<file path="config.mk">
export PLATFORM = sky130hd
export DESIGN_NAME = vector_unit_ctrl_flat
export DESIGN_NICKNAME = d
export VERILOG_FILES = /design/src/rtl/vu_pkg.sv /design/src/rtl/vector_unit_ctrl_if.sv /design/src/rtl/vu_valid_pipe.sv /design/src/rtl/vector_unit_ctrl.sv /design/src/flat_wrapper.sv
export SDC_FILE = /design/constraint.sdc
export NUM_CORES = 1
export LEC_CHECK = 0
export ABC_AREA = 0
export CORE_ASPECT_RATIO = 1.5
export CORE_UTILIZATION = 33
export DETAILED_ROUTE_END_ITERATION = 6
export PLACE_DENSITY = 0.57
export SETUP_SLACK_MARGIN = 0.02
export SYNTH_ARGS = -nofsm -noshare
export SYNTH_HDL_FRONTEND = slang
export SYNTH_SLANG_ARGS = --single-unit
</file>
<file path="constraint.sdc">
create_clock -name clk -period 3.37 [get_ports clk]
set_input_delay 0.8425 -clock clk [delete_from_list [all_inputs] [get_ports clk]]
set_output_delay 0.8425 -clock clk [all_outputs]
set_load 0.05 [all_outputs]
</file>
<file path="src/rtl/vu_pkg.sv">
// rtl/vu_pkg.sv - shared types and defaults for the vector-unit controller
package vu_pkg;

    localparam int ARR_WIDTH  = 4;
    localparam int FXP_N      = 16;
    localparam int ADDR_W_DEF = 8;
    localparam int ROW_W      = ARR_WIDTH * FXP_N;

    typedef logic [ARR_WIDTH-1:0][FXP_N-1:0] row_t;

    typedef enum logic [1:0] {
        IDLE  = 2'd0,
        RUN   = 2'd1,
        DRAIN = 2'd2,
        DONE  = 2'd3
    } ctrl_state_e;

endpackage

</file>
<file path="src/rtl/vector_unit_ctrl_if.sv">
// rtl/vector_unit_ctrl_if.sv - scheduler, SRAM and vector-unit signals of the controller (VU_CTRL_PERF_EN adds perf_stall_cnt)
interface vector_unit_ctrl_if #(
    parameter int ADDR_W = vu_pkg::ADDR_W_DEF
) ();
    import vu_pkg::*;

    // scheduler job request and status
    logic              start;
    logic              cfg_mode;
    logic [ADDR_W:0]   cfg_num_rows;
    logic [ADDR_W-1:0] cfg_int_base;
    logic [ADDR_W-1:0] cfg_rec_base;
    logic [ADDR_W-1:0] cfg_out_base;
    logic              busy;
    logic              done;

    // systolic-array row stream
    logic              sa_row_valid;
    logic              sa_row_ready;
    row_t              sa_row_data;

    // SRAM read ports
    logic              int_re;
    logic              rec_re;
    logic [ADDR_W-1:0] int_raddr;
    logic [ADDR_W-1:0] rec_raddr;

    // vector unit control and write-back
    row_t              vu_sa_row;
    logic              vu_enable;
    logic              vu_mode;
    logic              out_we;
    logic [ADDR_W-1:0] out_waddr;

`ifdef VU_CTRL_PERF_EN
    logic [15:0]       perf_stall_cnt;
`endif

    // environment side: scheduler, array and memories
    modport master (
        output start, cfg_mode, cfg_num_rows, cfg_int_base, cfg_rec_base, cfg_out_base,
        output sa_row_valid, sa_row_data,
        input  sa_row_ready, int_re, rec_re, int_raddr, rec_raddr,
        input  vu_sa_row, vu_enable, vu_mode, out_we, out_waddr, busy, done
`ifdef VU_CTRL_PERF_EN
        , input perf_stall_cnt
`endif
    );

    // controller side
    modport slave (
        input  start, cfg_mode, cfg_num_rows, cfg_int_base, cfg_rec_base, cfg_out_base,
        input  sa_row_valid, sa_row_data,
        output sa_row_ready, int_re, rec_re, int_raddr, rec_raddr,
        output vu_sa_row, vu_enable, vu_mode, out_we, out_waddr, busy, done
`ifdef VU_CTRL_PERF_EN
        , output perf_stall_cnt
`endif
    );

endinterface

</file>
<file path="src/rtl/vu_valid_pipe.sv">
// rtl/vu_valid_pipe.sv - fixed-depth valid shift register tracking rows through the vector unit
module vu_valid_pipe #(
    parameter int DEPTH = 3
) (
    input  logic clk,
    input  logic rst_n,
    input  logic valid_i,
    output logic tail_o
);

    logic [DEPTH-1:0] pipe_q;

    // shift one slot per cycle; empty slots carry bubbles to the tail
    always_ff @(posedge clk or negedge rst_n) begin
        if (!rst_n) begin
            pipe_q <= '0;
        end else begin
            pipe_q <= (pipe_q << 1) | DEPTH'(valid_i);
        end
    end

    assign tail_o = pipe_q[DEPTH-1];

endmodule

</file>
<file path="src/rtl/vector_unit_ctrl.sv">
// rtl/vector_unit_ctrl.sv - vector-unit job sequencer (VU_CTRL_PERF_EN adds the stall counter)
module vector_unit_ctrl
    import vu_pkg::*;
#(
    parameter int ADDR_W     = ADDR_W_DEF,
    parameter int VU_LATENCY = 2
) (
    input  logic              clk,
    input  logic              rst_n,
    vector_unit_ctrl_if.slave bus
);

    ctrl_state_e       state_q;
    logic              mode_q;
    logic [ADDR_W:0]   num_rows_q;
    logic [ADDR_W:0]   acc_cnt_q;
    logic [ADDR_W:0]   wr_cnt_q;
    logic [ADDR_W:0]   wr_cnt_d;
    logic [ADDR_W:0]   acc_cnt_d;
    logic [ADDR_W-1:0] int_base_q;
    logic [ADDR_W-1:0] rec_base_q;
    logic [ADDR_W-1:0] out_base_q;
    row_t              vu_sa_row_q;
    logic              vu_enable_q;
    logic              done_q;
    logic              sa_ready;
    logic              accept;
    logic              wr_strobe;
`ifdef VU_CTRL_PERF_EN
    logic [15:0]       perf_stall_cnt_q;
`endif

    // reads issue in the accept cycle so SRAM data lines up with vu_sa_row one cycle later
    assign sa_ready  = (state_q == RUN) && (acc_cnt_q < num_rows_q);
    assign accept    = sa_ready && bus.sa_row_valid;
    assign acc_cnt_d = acc_cnt_q + {{ADDR_W{1'b0}}, 1'b1};
    assign wr_cnt_d  = wr_cnt_q + {{ADDR_W{1'b0}}, wr_strobe};

    assign bus.sa_row_ready = sa_ready;
    assign bus.int_re       = accept;
    assign bus.rec_re       = accept;
    assign bus.int_raddr    = accept ? int_base_q + acc_cnt_q[ADDR_W-1:0] : '0;
    assign bus.rec_raddr    = accept ? rec_base_q + acc_cnt_q[ADDR_W-1:0] : '0;
    assign bus.vu_sa_row    = vu_sa_row_q;
    assign bus.vu_enable    = vu_enable_q;
    assign bus.vu_mode      = mode_q;
    assign bus.out_we       = wr_strobe;
    assign bus.out_waddr    = wr_strobe ? out_base_q + wr_cnt_q[ADDR_W-1:0] : '0;
    assign bus.busy         = (state_q != IDLE);
    assign bus.done         = done_q;
`ifdef VU_CTRL_PERF_EN
    assign bus.perf_stall_cnt = perf_stall_cnt_q;
`endif

    // accepted rows surface at the vector-unit output after the SRAM read plus VU_LATENCY
    vu_valid_pipe #(
        .DEPTH (1 + VU_LATENCY)
    ) u_valid_pipe (
        .clk     (clk),
        .rst_n   (rst_n),
        .valid_i (accept),
        .tail_o  (wr_strobe)
    );

    // job sequencing: config latch, row/write counting and registered control outputs
    always_ff @(posedge clk or negedge rst_n) begin
        if (!rst_n) begin
            state_q     <= IDLE;
            mode_q      <= 1'b0;
            num_rows_q  <= '0;
            acc_cnt_q   <= '0;
            wr_cnt_q    <= '0;
            int_base_q  <= '0;
            rec_base_q  <= '0;
            out_base_q  <= '0;
            vu_sa_row_q <= '0;
            vu_enable_q <= 1'b0;
            done_q      <= 1'b0;
`ifdef VU_CTRL_PERF_EN
            perf_stall_cnt_q <= '0;
`endif
        end else begin
            done_q <= 1'b0;
            case (state_q)
                IDLE: begin
                    if (bus.start) begin
                        mode_q     <= bus.cfg_mode;
                        num_rows_q <= bus.cfg_num_rows;
                        int_base_q <= bus.cfg_int_base;
                        rec_base_q <= bus.cfg_rec_base;
                        out_base_q <= bus.cfg_out_base;
                        acc_cnt_q  <= '0;
                        wr_cnt_q   <= '0;
`ifdef VU_CTRL_PERF_EN
                        perf_stall_cnt_q <= '0;
`endif
                        if (bus.cfg_num_rows == '0) begin
                            state_q <= DONE;
                            done_q  <= 1'b1;
                        end else begin
                            state_q     <= RUN;
                            vu_enable_q <= 1'b1;
                        end
                    end
                end
                RUN: begin
                    wr_cnt_q <= wr_cnt_d;
                    if (accept) begin
                        vu_sa_row_q <= bus.sa_row_data;
                        acc_cnt_q   <= acc_cnt_d;
                        if (acc_cnt_d == num_rows_q) begin
                            state_q <= DRAIN;
                        end
                    end
`ifdef VU_CTRL_PERF_EN
                    if (sa_ready && !bus.sa_row_valid && (perf_stall_cnt_q != 16'hFFFF)) begin
                        perf_stall_cnt_q <= perf_stall_cnt_q + 16'd1;
                    end
`endif
                end
                DRAIN: begin
                    // finish as the last row is written so done follows it directly
                    wr_cnt_q <= wr_cnt_d;
                    if (wr_cnt_d == num_rows_q) begin
                        state_q     <= DONE;
                        done_q      <= 1'b1;
                        vu_enable_q <= 1'b0;
                    end
                end
                DONE: begin
                    state_q <= IDLE;
                end
                default: begin
                    state_q <= IDLE;
                end
            endcase
        end
    end

endmodule

</file>
<file path="src/flat_wrapper.sv">
// flat-port wrapper written by rule: the top's interface ports become plain ports
module vector_unit_ctrl_flat import vu_pkg::*;
#(
    parameter int ADDR_W     = ADDR_W_DEF,
    parameter int VU_LATENCY = 2
)
  (clk, rst_n, bus_start, bus_cfg_mode, bus_cfg_num_rows, bus_cfg_int_base, bus_cfg_rec_base, bus_cfg_out_base, bus_sa_row_valid, bus_sa_row_data, bus_sa_row_ready, bus_int_re, bus_rec_re, bus_int_raddr, bus_rec_raddr, bus_vu_sa_row, bus_vu_enable, bus_vu_mode, bus_out_we, bus_out_waddr, bus_busy, bus_done);
  vector_unit_ctrl_if #(.ADDR_W(ADDR_W)) bus_i ();
  input  logic clk;
  input  logic rst_n;
  input wire logic [$bits(bus_i.start)-1:0] bus_start;
  input wire logic [$bits(bus_i.cfg_mode)-1:0] bus_cfg_mode;
  input wire logic [$bits(bus_i.cfg_num_rows)-1:0] bus_cfg_num_rows;
  input wire logic [$bits(bus_i.cfg_int_base)-1:0] bus_cfg_int_base;
  input wire logic [$bits(bus_i.cfg_rec_base)-1:0] bus_cfg_rec_base;
  input wire logic [$bits(bus_i.cfg_out_base)-1:0] bus_cfg_out_base;
  input wire logic [$bits(bus_i.sa_row_valid)-1:0] bus_sa_row_valid;
  input wire logic [$bits(bus_i.sa_row_data)-1:0] bus_sa_row_data;
  output wire logic [$bits(bus_i.sa_row_ready)-1:0] bus_sa_row_ready;
  output wire logic [$bits(bus_i.int_re)-1:0] bus_int_re;
  output wire logic [$bits(bus_i.rec_re)-1:0] bus_rec_re;
  output wire logic [$bits(bus_i.int_raddr)-1:0] bus_int_raddr;
  output wire logic [$bits(bus_i.rec_raddr)-1:0] bus_rec_raddr;
  output wire logic [$bits(bus_i.vu_sa_row)-1:0] bus_vu_sa_row;
  output wire logic [$bits(bus_i.vu_enable)-1:0] bus_vu_enable;
  output wire logic [$bits(bus_i.vu_mode)-1:0] bus_vu_mode;
  output wire logic [$bits(bus_i.out_we)-1:0] bus_out_we;
  output wire logic [$bits(bus_i.out_waddr)-1:0] bus_out_waddr;
  output wire logic [$bits(bus_i.busy)-1:0] bus_busy;
  output wire logic [$bits(bus_i.done)-1:0] bus_done;
  assign bus_i.start = bus_start;
  assign bus_i.cfg_mode = bus_cfg_mode;
  assign bus_i.cfg_num_rows = bus_cfg_num_rows;
  assign bus_i.cfg_int_base = bus_cfg_int_base;
  assign bus_i.cfg_rec_base = bus_cfg_rec_base;
  assign bus_i.cfg_out_base = bus_cfg_out_base;
  assign bus_i.sa_row_valid = bus_sa_row_valid;
  assign bus_i.sa_row_data = bus_sa_row_data;
  assign bus_sa_row_ready = bus_i.sa_row_ready;
  assign bus_int_re = bus_i.int_re;
  assign bus_rec_re = bus_i.rec_re;
  assign bus_int_raddr = bus_i.int_raddr;
  assign bus_rec_raddr = bus_i.rec_raddr;
  assign bus_vu_sa_row = bus_i.vu_sa_row;
  assign bus_vu_enable = bus_i.vu_enable;
  assign bus_vu_mode = bus_i.vu_mode;
  assign bus_out_we = bus_i.out_we;
  assign bus_out_waddr = bus_i.out_waddr;
  assign bus_busy = bus_i.busy;
  assign bus_done = bus_i.done;
  vector_unit_ctrl #(.ADDR_W(ADDR_W), .VU_LATENCY(VU_LATENCY)) u_core (.clk(clk), .rst_n(rst_n), .bus(bus_i));
endmodule
</file>
==> metrics.md, run 1 <==
| Metric | Value |
|---|---|
| Run status | finished, violations left |
| Violated checks | setup timing |
| Antenna violations before repair | 1 |
| Number of filler instances in the final layout | 1,976 |
| Vias in the first global route | about 6,100 |
| TritonCTS clock tree | done |
| Minimum setup slack in the final design | -20.4 ps |
| Number of H-tree levels | 4 |
| All-Layer GR Usage | a little under a fifth |
| Critical hold path startpoint | u_core.u_valid_pipe.pipe_q[1] |
| Wire length of the first global-routing pass | between 30 and 40 mm |
| Data required time at the worst endpoint | 2530 ps |
| Gr ovfl total | 0 |
| Weighted congestion reported at the end of routability-driven placement | about 0.87 |
| Pin count of the biggest net entering global routing | 50 |
| Share of synthesized registers carrying an async set or reset | 100% |
| CP startpoint kind | register |
| Total nets after synthesis | just under 900 |
| Final Power | between 10,000 and 15,000 uW |
| Num rows | 64 |
| Initial cell density of the core | between 30% and 40% |
| Min Clock Period, post-route | about 3400 ps |
| Clk Latency, worst-skew pair | 420 ps |
| Distinct cell type count after synthesis | 65 |
| Count of antenna-violating nets left after detailed routing | 0 |
| Die height | 180 microns |
| Power density over the cells | slightly above 1000 nW/um^2 |
| Top fanout value on the critical path | 5 |
| Average cell area after synthesis | 9.38 sq um |
| Worst setup skew after layout | just over 7 ps |
| Count of routing violations after the opening detailed-route iteration | approximately 260 |
| Worst Max-Slew Pin Slew | between 500 and 600 ps |
| Clock tree sinks | between 100 and 150 |
| Sequential area share after synthesis | 44.3% |
| Via Count | roughly 6,000 |
| Area of the mapped netlist | around 6900 sq um |
| Final cell area excluding filler cells | 10,100 sq um |
| 1st-pass router iterations | 4 |
| Arrival time of data at the critical path endpoint | 2550 ps |
| Total of max-cap violations | 0 |
| Nature of the critical path endpoint | output pin |
| Unrepaired setup endpoints after global routing | yes |
| Clock slew at the register clock pins of the worst setup and hold paths | around 60 ps |
| Predominant post-synthesis flop cell | sky130_fd_sc_hd__dfrtp_1 |
| Post-Route WL | between 20 and 25 mm |
| Leakage power total | 0.00460 uW |
| Setup violation total in the final timing report | 4 |
| Dpl ws | about 320 ps |
| Port buffer count | just under 200 |
| Via density per instance | a little under 5 |
| Die Footprint | about 22,000 sq um |
| CTS root buffer | sky130_fd_sc_hd__clkbuf_16 |
| Final Cycle Share | 101% |
| Start point of the critical path | u_core.acc_cnt_q[8] |
| Count of unresolved DRC violations after routing | 0 |
| Inserted Clock Buffers | 17 |
| Core ar. | between 20,000 and 25,000 sq um |
| Layout cells sized above 1 | between 10% and 20% |
| Synth-to-Final Area Change | 45.1% |
| Wire length per cell after detailed routing | roughly 16 microns |
| Count of state elements after synthesis | approximately 120 |
| Gate count after technology mapping | between 700 and 800 |
| Maximum clock rate | roughly 290 MHz |
| Nets | 1,096 |
| Post-synth EDFFs | 0 |
| Placed standard-cell area | slightly above 9000 sq um |
| Worst reg2reg path startpoint | u_core.acc_cnt_q[8] |
| Largest voltage drop on the vdd net | between 0.0005 and 0.0006 V |
| Largest buffer count on any clock path | 2 |
| Overall die width | roughly 120 microns |
| Count of warnings emitted by yosys | 0 |
| Hold Vio Cnt, Final | 0 |
| CTS Hold Bufs | 0 |
| Setup CP Type | reg -> out |
| Max Transition Viols Final | 0 |
| HPWL Detailed | ~15 mm |
| Class of the most critical hold timing path | reg -> reg |
| Number of top-level pins | 198 |
| Max-Slew Margin vs Limit | 62.8% |
registers in the layout (all words and copies together) (netlist names):
signal	flops
u_core.state_q	2
u_core.acc_cnt_q	9
u_core.u_valid_pipe.pipe_q	3
u_core.bus.vu_mode	1
u_core.bus.vu_enable	1
u_core.num_rows_q	9
u_core.int_base_q	8
u_core.bus.done	1
u_core.rec_base_q	8
u_core.wr_cnt_q	9
u_core.bus.vu_sa_row	64
u_core.out_base_q	8
path summary, 6_finish.rpt:
check | end | slack (ps) | cells past startpoint
max | bus_int_raddr[3] | -20 | 6
min | u_core.u_valid_pipe.pipe_q[2] | 350 | 0
max reg2reg | u_core.state_q[1] | 100 | 12
min reg2reg | u_core.u_valid_pipe.pipe_q[2] | 350 | 0
max in group asynchronous | u_core.num_rows_q[5] | 2340 | 2
min in group asynchronous | u_core.bus.vu_sa_row[56] | 390 | 1
critical path: stages, from the launching register on:
cell and delay (ps):
sky130_fd_sc_hd__dfrtp_1 380, sky130_fd_sc_hd__ha_1 360, sky130_fd_sc_hd__a211oi_2 340, sky130_fd_sc_hd__nand2_1 280, sky130_fd_sc_hd__or2_4 390, sky130_fd_sc_hd__nor2_1 200
sky130_fd_sc_hd__buf_6 180
power breakdown:
group | internal [uW] | leakage, uW | total, uW | switching, uW
Clock | 1180 | 0.000283 | 1860 | 679
Sequential | 2120 | 0.00152 | 2550 | 434
Combinational | 2340 | 0.00280 | 6060 | 3720
cells by family (layout without fill, tap and decap cells):
logic type,count (synthesis),after routing,share of synthesized area (%)
compound gates,104,104,10.2
fa+ha+maj,40,40,7.51
flops,123,123,44.3
other cells,0,1,0
simple gates,317,319,19.9
xor+xnor,39,39,4.92
buf+inv,66,292,5.10
mux,51,51,8.09
through the flow:
stage / hold slack [ps] / util, % / TNS [ps] / std cells
4_1_cts: 348 / 48.1 / 0 / 1219
6_report: 346 / 49.2 / -39.3 / 1233
2_1_floorplan: 331 / - / -1380 / 740
5_1_grt: 353 / 49.2 / -356 / 1233
3_5_place_dp: 335 / 45.0 / 0 / 1185
3_3_place_gp: 334 / 45.0 / 0 / 1185
cell type report:
type	count	area, sq um	share of cell area, %
Timing Repair inverter	1	8.76	0.0869
Tap cell	264	330	3.28
Timing Repair Buffer	239	2350	23.3
Clock inverter	11	145	1.44
Multi-Input combinational cell	553	3620	35.9
Sequential cell	123	3080	30.6
Clock buffer	21	450	4.47
Antenna cell	1	2.50	0.0248
Inverter	20	87.6	0.869
synth_stat cells (all sizes together), types with 5 or more instances:
master | count | area [sq um]
o31a | 6 | 52.6
nand3 | 9 | 50.1
xnor2 | 24 | 210
xor2 | 15 | 131
o21bai | 6 | 45.0
a21o | 6 | 45.0
o221ai | 7 | 61.3
nand2 | 213 | 800
buf | 21 | 153
inv | 18 | 67.6
mux2 | 38 | 432
nor2b | 9 | 56.3
nand4 | 11 | 68.8
nor3 | 5 | 25.0
ha | 36 | 450
a21oi | 25 | 125
and2 | 13 | 81.3
clkbuf | 25 | 114
dfrtp | 123 | 3080
o21ai | 22 | 110
nor2 | 35 | 139
and3 | 7 | 48.8
mux2i | 13 | 130
cells in the final DEF (no fill, tap or decap), types with 5 or more instances in the layout:
cell / synthesis / layout
sky130_fd_sc_hd__buf_6: 6 / 12
sky130_fd_sc_hd__nand3_1: 8 / 8
sky130_fd_sc_hd__a21oi_2: 0 / 9
sky130_fd_sc_hd__mux2_2: 37 / 37
sky130_fd_sc_hd__o221ai_1: 7 / 7
sky130_fd_sc_hd__and3_1: 6 / 6
sky130_fd_sc_hd__mux2i_1: 13 / 13
sky130_fd_sc_hd__o21bai_1: 6 / 6
sky130_fd_sc_hd__and2_1: 13 / 11
sky130_fd_sc_hd__xor2_1: 15 / 15
sky130_fd_sc_hd__nor2_1: 34 / 28
sky130_fd_sc_hd__nand2_1: 213 / 213
sky130_fd_sc_hd__buf_12: 0 / 6
sky130_fd_sc_hd__xnor2_1: 24 / 24
sky130_fd_sc_hd__o31a_1: 6 / 6
sky130_fd_sc_hd__clkbuf_16: 0 / 17
sky130_fd_sc_hd__a21oi_1: 25 / 16
sky130_fd_sc_hd__o21ai_0: 20 / 20
sky130_fd_sc_hd__inv_1: 18 / 18
sky130_fd_sc_hd__clkdlybuf4s50_1: 0 / 170
sky130_fd_sc_hd__nand4_1: 11 / 11
sky130_fd_sc_hd__buf_4: 4 / 48
sky130_fd_sc_hd__nor2b_1: 9 / 9
sky130_fd_sc_hd__nor3_1: 5 / 5
sky130_fd_sc_hd__a21o_1: 6 / 6
sky130_fd_sc_hd__ha_1: 36 / 33
sky130_fd_sc_hd__dfrtp_1: 123 / 119
routing by layer:
metal / global-route usage, % / vias up / wire (microns) / part of all wire [%]
li1: - / 2943 / - / -
met3: 4.60 / 35 / 891 / 4.4
met1: 19.0 / 2870 / 7280 / 36
met2: 35.7 / 163 / 11100 / 56
met4: 8.44 / 0 / 730 / 3.6
met5: 0 / - / 0 / 0
what timing repair did:
| action | CTS | global route |
|---|---|---|
| pin swaps | 4 | 8 |
| buffers inserted | 2 | 10 |
| setup endpoints to repair | 22 | 15 |
| gates cloned | 0 | 3 |
| resized for setup | 13 | 33 |
Power figures use the tool's default switching activity.
==> run 2: changes to the inputs <==
- CORE_ASPECT_RATIO: 1.5 -> 0.6
==> metrics.md, run 2 (synthesized netlist as in run 1, its figures left out) <==
| Metric | Value |
|---|---|
| CTS root buffer | sky130_fd_sc_hd__clkbuf_16 |
| Die Footprint | between 20,000 and 25,000 sq um |
| Antenna violations before repair | 0 |
| Met2 routed wirelength | between 8 and 9 mm |
| Overall die width | 189 microns |
| Run status | finished clean |
| CTS Hold Bufs | 0 |
| Power density over the cells | approximately 1000 nW/um^2 |
| Total of max-cap violations | 0 |
| Arrival time of data at the critical path endpoint | 2480 ps |
| Max-Slew Margin vs Limit | between 50% and 60% |
| Number of filler instances in the final layout | between 1,500 and 2,000 |
| Pin count of the biggest net entering global routing | 54 |
| Number of H-tree levels | 4 |
| TritonCTS clock tree | done |
| Count of antenna-violating nets left after detailed routing | 0 |
| Vias in the first global route | ~5,700 |
| Final Cycle Share | approximately 99% |
| Largest buffer count on any clock path | 2 |
| Routed metal-1 wirelength | 10.5 mm |
| 1st-pass router iterations | 5 |
| Clock slew at the register clock pins of the worst setup and hold paths | 70 ps |
| HPWL Detailed | 15.0 mm |
| Max Transition Viols Final | 0 |
| Min Clock Period, post-route | 3320 ps |
| Largest voltage drop on the vdd net | between 0.0005 and 0.0006 V |
| Met3 WL | ~1.7 mm |
| Wire length per cell after detailed routing | 16.5 microns |
| Core ar. | 20,300 sq um |
| Port buffer count | 197 |
| Count of routing violations after the opening detailed-route iteration | 435 |
| Finished Core Util | between 50 and 60% |
| Highest-delay cell along the critical path | sky130_fd_sc_hd__dfrtp_1 |
| Sum of buffers and inverters on the critical path | 1 |
| Gr ovfl total | 0 |
| Class of the most critical hold timing path | reg -> reg |
| Number of antenna cells inserted | 0 |
| Top sig layer | met4 |
| Nets | 1,102 |
| Maximum clock rate | around 300 MHz |
| Die height | ~110 microns |
| Delay contributed by the slowest stage of the critical path | roughly 430 ps |
| Top fanout value on the critical path | 7 |
| Hold Vio Cnt, Final | 0 |
| Ordered cell list for the critical path | ha_4 > a211o_1 > a21oi_2 > a31oi_4 > or2_4 > nor2_1 > buf_12 |
| Wire length of the first global-routing pass | roughly 33 mm |
| Via density per instance | 4.84 |
| Setup CP Type | reg -> out |
| Final Power | 10,900 uW |
| Data required time at the worst endpoint | 2530 ps |
| Largest register FFs | 64 |
| Via Count | around 6,000 |
| Leading cell types in the layout, fill and taps excluded | sky130_fd_sc_hd__nand2_1, sky130_fd_sc_hd__clkdlybuf4s50_1, sky130_fd_sc_hd__dfrtp_1 |
| CP startpoint kind | register |
| Unrepaired setup endpoints after global routing | yes |
| Worst Max-Slew Pin Slew | 641 ps |
| Inserted Clock Buffers | 17 |
| Synth-to-Final Area Change | 49.7% |
| Sum of negative setup slack | 0 ps |
| Post-Route WL | 20.6 mm |
| Weighted congestion reported at the end of routability-driven placement | between 0.8 and 0.9 |
| Initial cell density of the core | roughly a third |
| Most common library cell in the layout ignoring fill and taps | sky130_fd_sc_hd__nand2_1 |
| Clock tree sinks | roughly 120 |
| Layout cells sized above 1 | slightly above 20% |
| Worst setup skew after layout | 14.7 ps |
| Count of unresolved DRC violations after routing | 0 |
| Nature of the critical path endpoint | output pin |
| Largest delay share family, worst path | compound AO/OA/AOI/OAI gates |
| Clk Latency, worst-skew pair | roughly 420 ps |
| Number of top-level pins | around 200 |
| Setup violation total in the final timing report | 0 |
| Num rows | 40 |
| All-Layer GR Usage | around a fifth |
| Leakage power total | 0.00470 uW |
[run 2: changes by cell type in the layout (fill, tap and decap cells not counted), sizes merged]
cell         before  now
dlygate4sd2       2    1
clkinv            7    8
buf              66   74
inv              19   18
clkbuf           21   20
diode             1    0
[run 2: path summary, 6_finish.rpt]
kind                                            endpoint  depth (start not counted)                     startpoint  slack [ps]
max                                     bus_int_raddr[4]                          7            u_core.acc_cnt_q[6]          50
min                        u_core.u_valid_pipe.pipe_q[2]                          0  u_core.u_valid_pipe.pipe_q[1]         340
max reg2reg                            u_core.state_q[1]                         11            u_core.acc_cnt_q[6]         450
min reg2reg                u_core.u_valid_pipe.pipe_q[2]                          0  u_core.u_valid_pipe.pipe_q[1]         340
max in group asynchronous       u_core.bus.vu_sa_row[38]                          2                          rst_n        2250
min in group asynchronous       u_core.bus.vu_sa_row[31]                          1                          rst_n         390
[run 2: repair_timing]
| action | 4_1_cts | 5_1_grt |
|---|---|---|
| cloned | 2 | 0 |
| gates resized for setup | 22 | 34 |
| setup endpoints to repair | 19 | 21 |
| pin swaps | 10 | 24 |
| buffers inserted | 8 | 8 |
[run 2: power by group]
part	switching (uW)	internal, uW	total (uW)
sequential	399	2120	2520
combinational	3900	2610	6510
clock	683	1200	1880
[run 2: area by class of cell]
cell class / instances / area (sq um) / area share [%]
Timing Repair Buffer: 246 / 2580 / 24.8
Multi-Input combinational cell: 553 / 3710 / 35.6
Clock inverter: 12 / 146 / 1.41
Clock buffer: 20 / 457 / 4.39
Sequential cell: 123 / 3080 / 29.6
Inverter: 20 / 87.6 / 0.842
Tap cell: 273 / 342 / 3.28
[run 2: per-layer routing]
metal  vias to the layer above  global-route usage [%]
met5                         -                       0
met3                        10                    7.32
met2                       175                    25.9
met4                         0                    4.19
met1                      2900                    30.0
li1                       2949                       -
[run 2: through the flow]
step	hold slack (ps)	area (sq um)	setup slack (ps)	instances
6_report	337	10400	47.8	1247
3_3_place_gp	332	9470	230	1197
4_1_cts	339	10200	-50.6	1239
3_5_place_dp	335	9470	215	1197
5_1_grt	346	10400	-47.0	1247
2_1_floorplan	331	6950	-138	740
[run 2: worst register-to-register path: stages (launching register included)]
cell and delay [ps]:
sky130_fd_sc_hd__dfrtp_1 430, sky130_fd_sc_hd__ha_4 260, sky130_fd_sc_hd__a211o_1 310, sky130_fd_sc_hd__a21oi_2 170
sky130_fd_sc_hd__a31oi_4 140, sky130_fd_sc_hd__or2_4 360, sky130_fd_sc_hd__clkinv_8 100, sky130_fd_sc_hd__buf_4 120
sky130_fd_sc_hd__buf_4 180, sky130_fd_sc_hd__and3_4 230, sky130_fd_sc_hd__o221a_4 200, sky130_fd_sc_hd__mux2_4 290
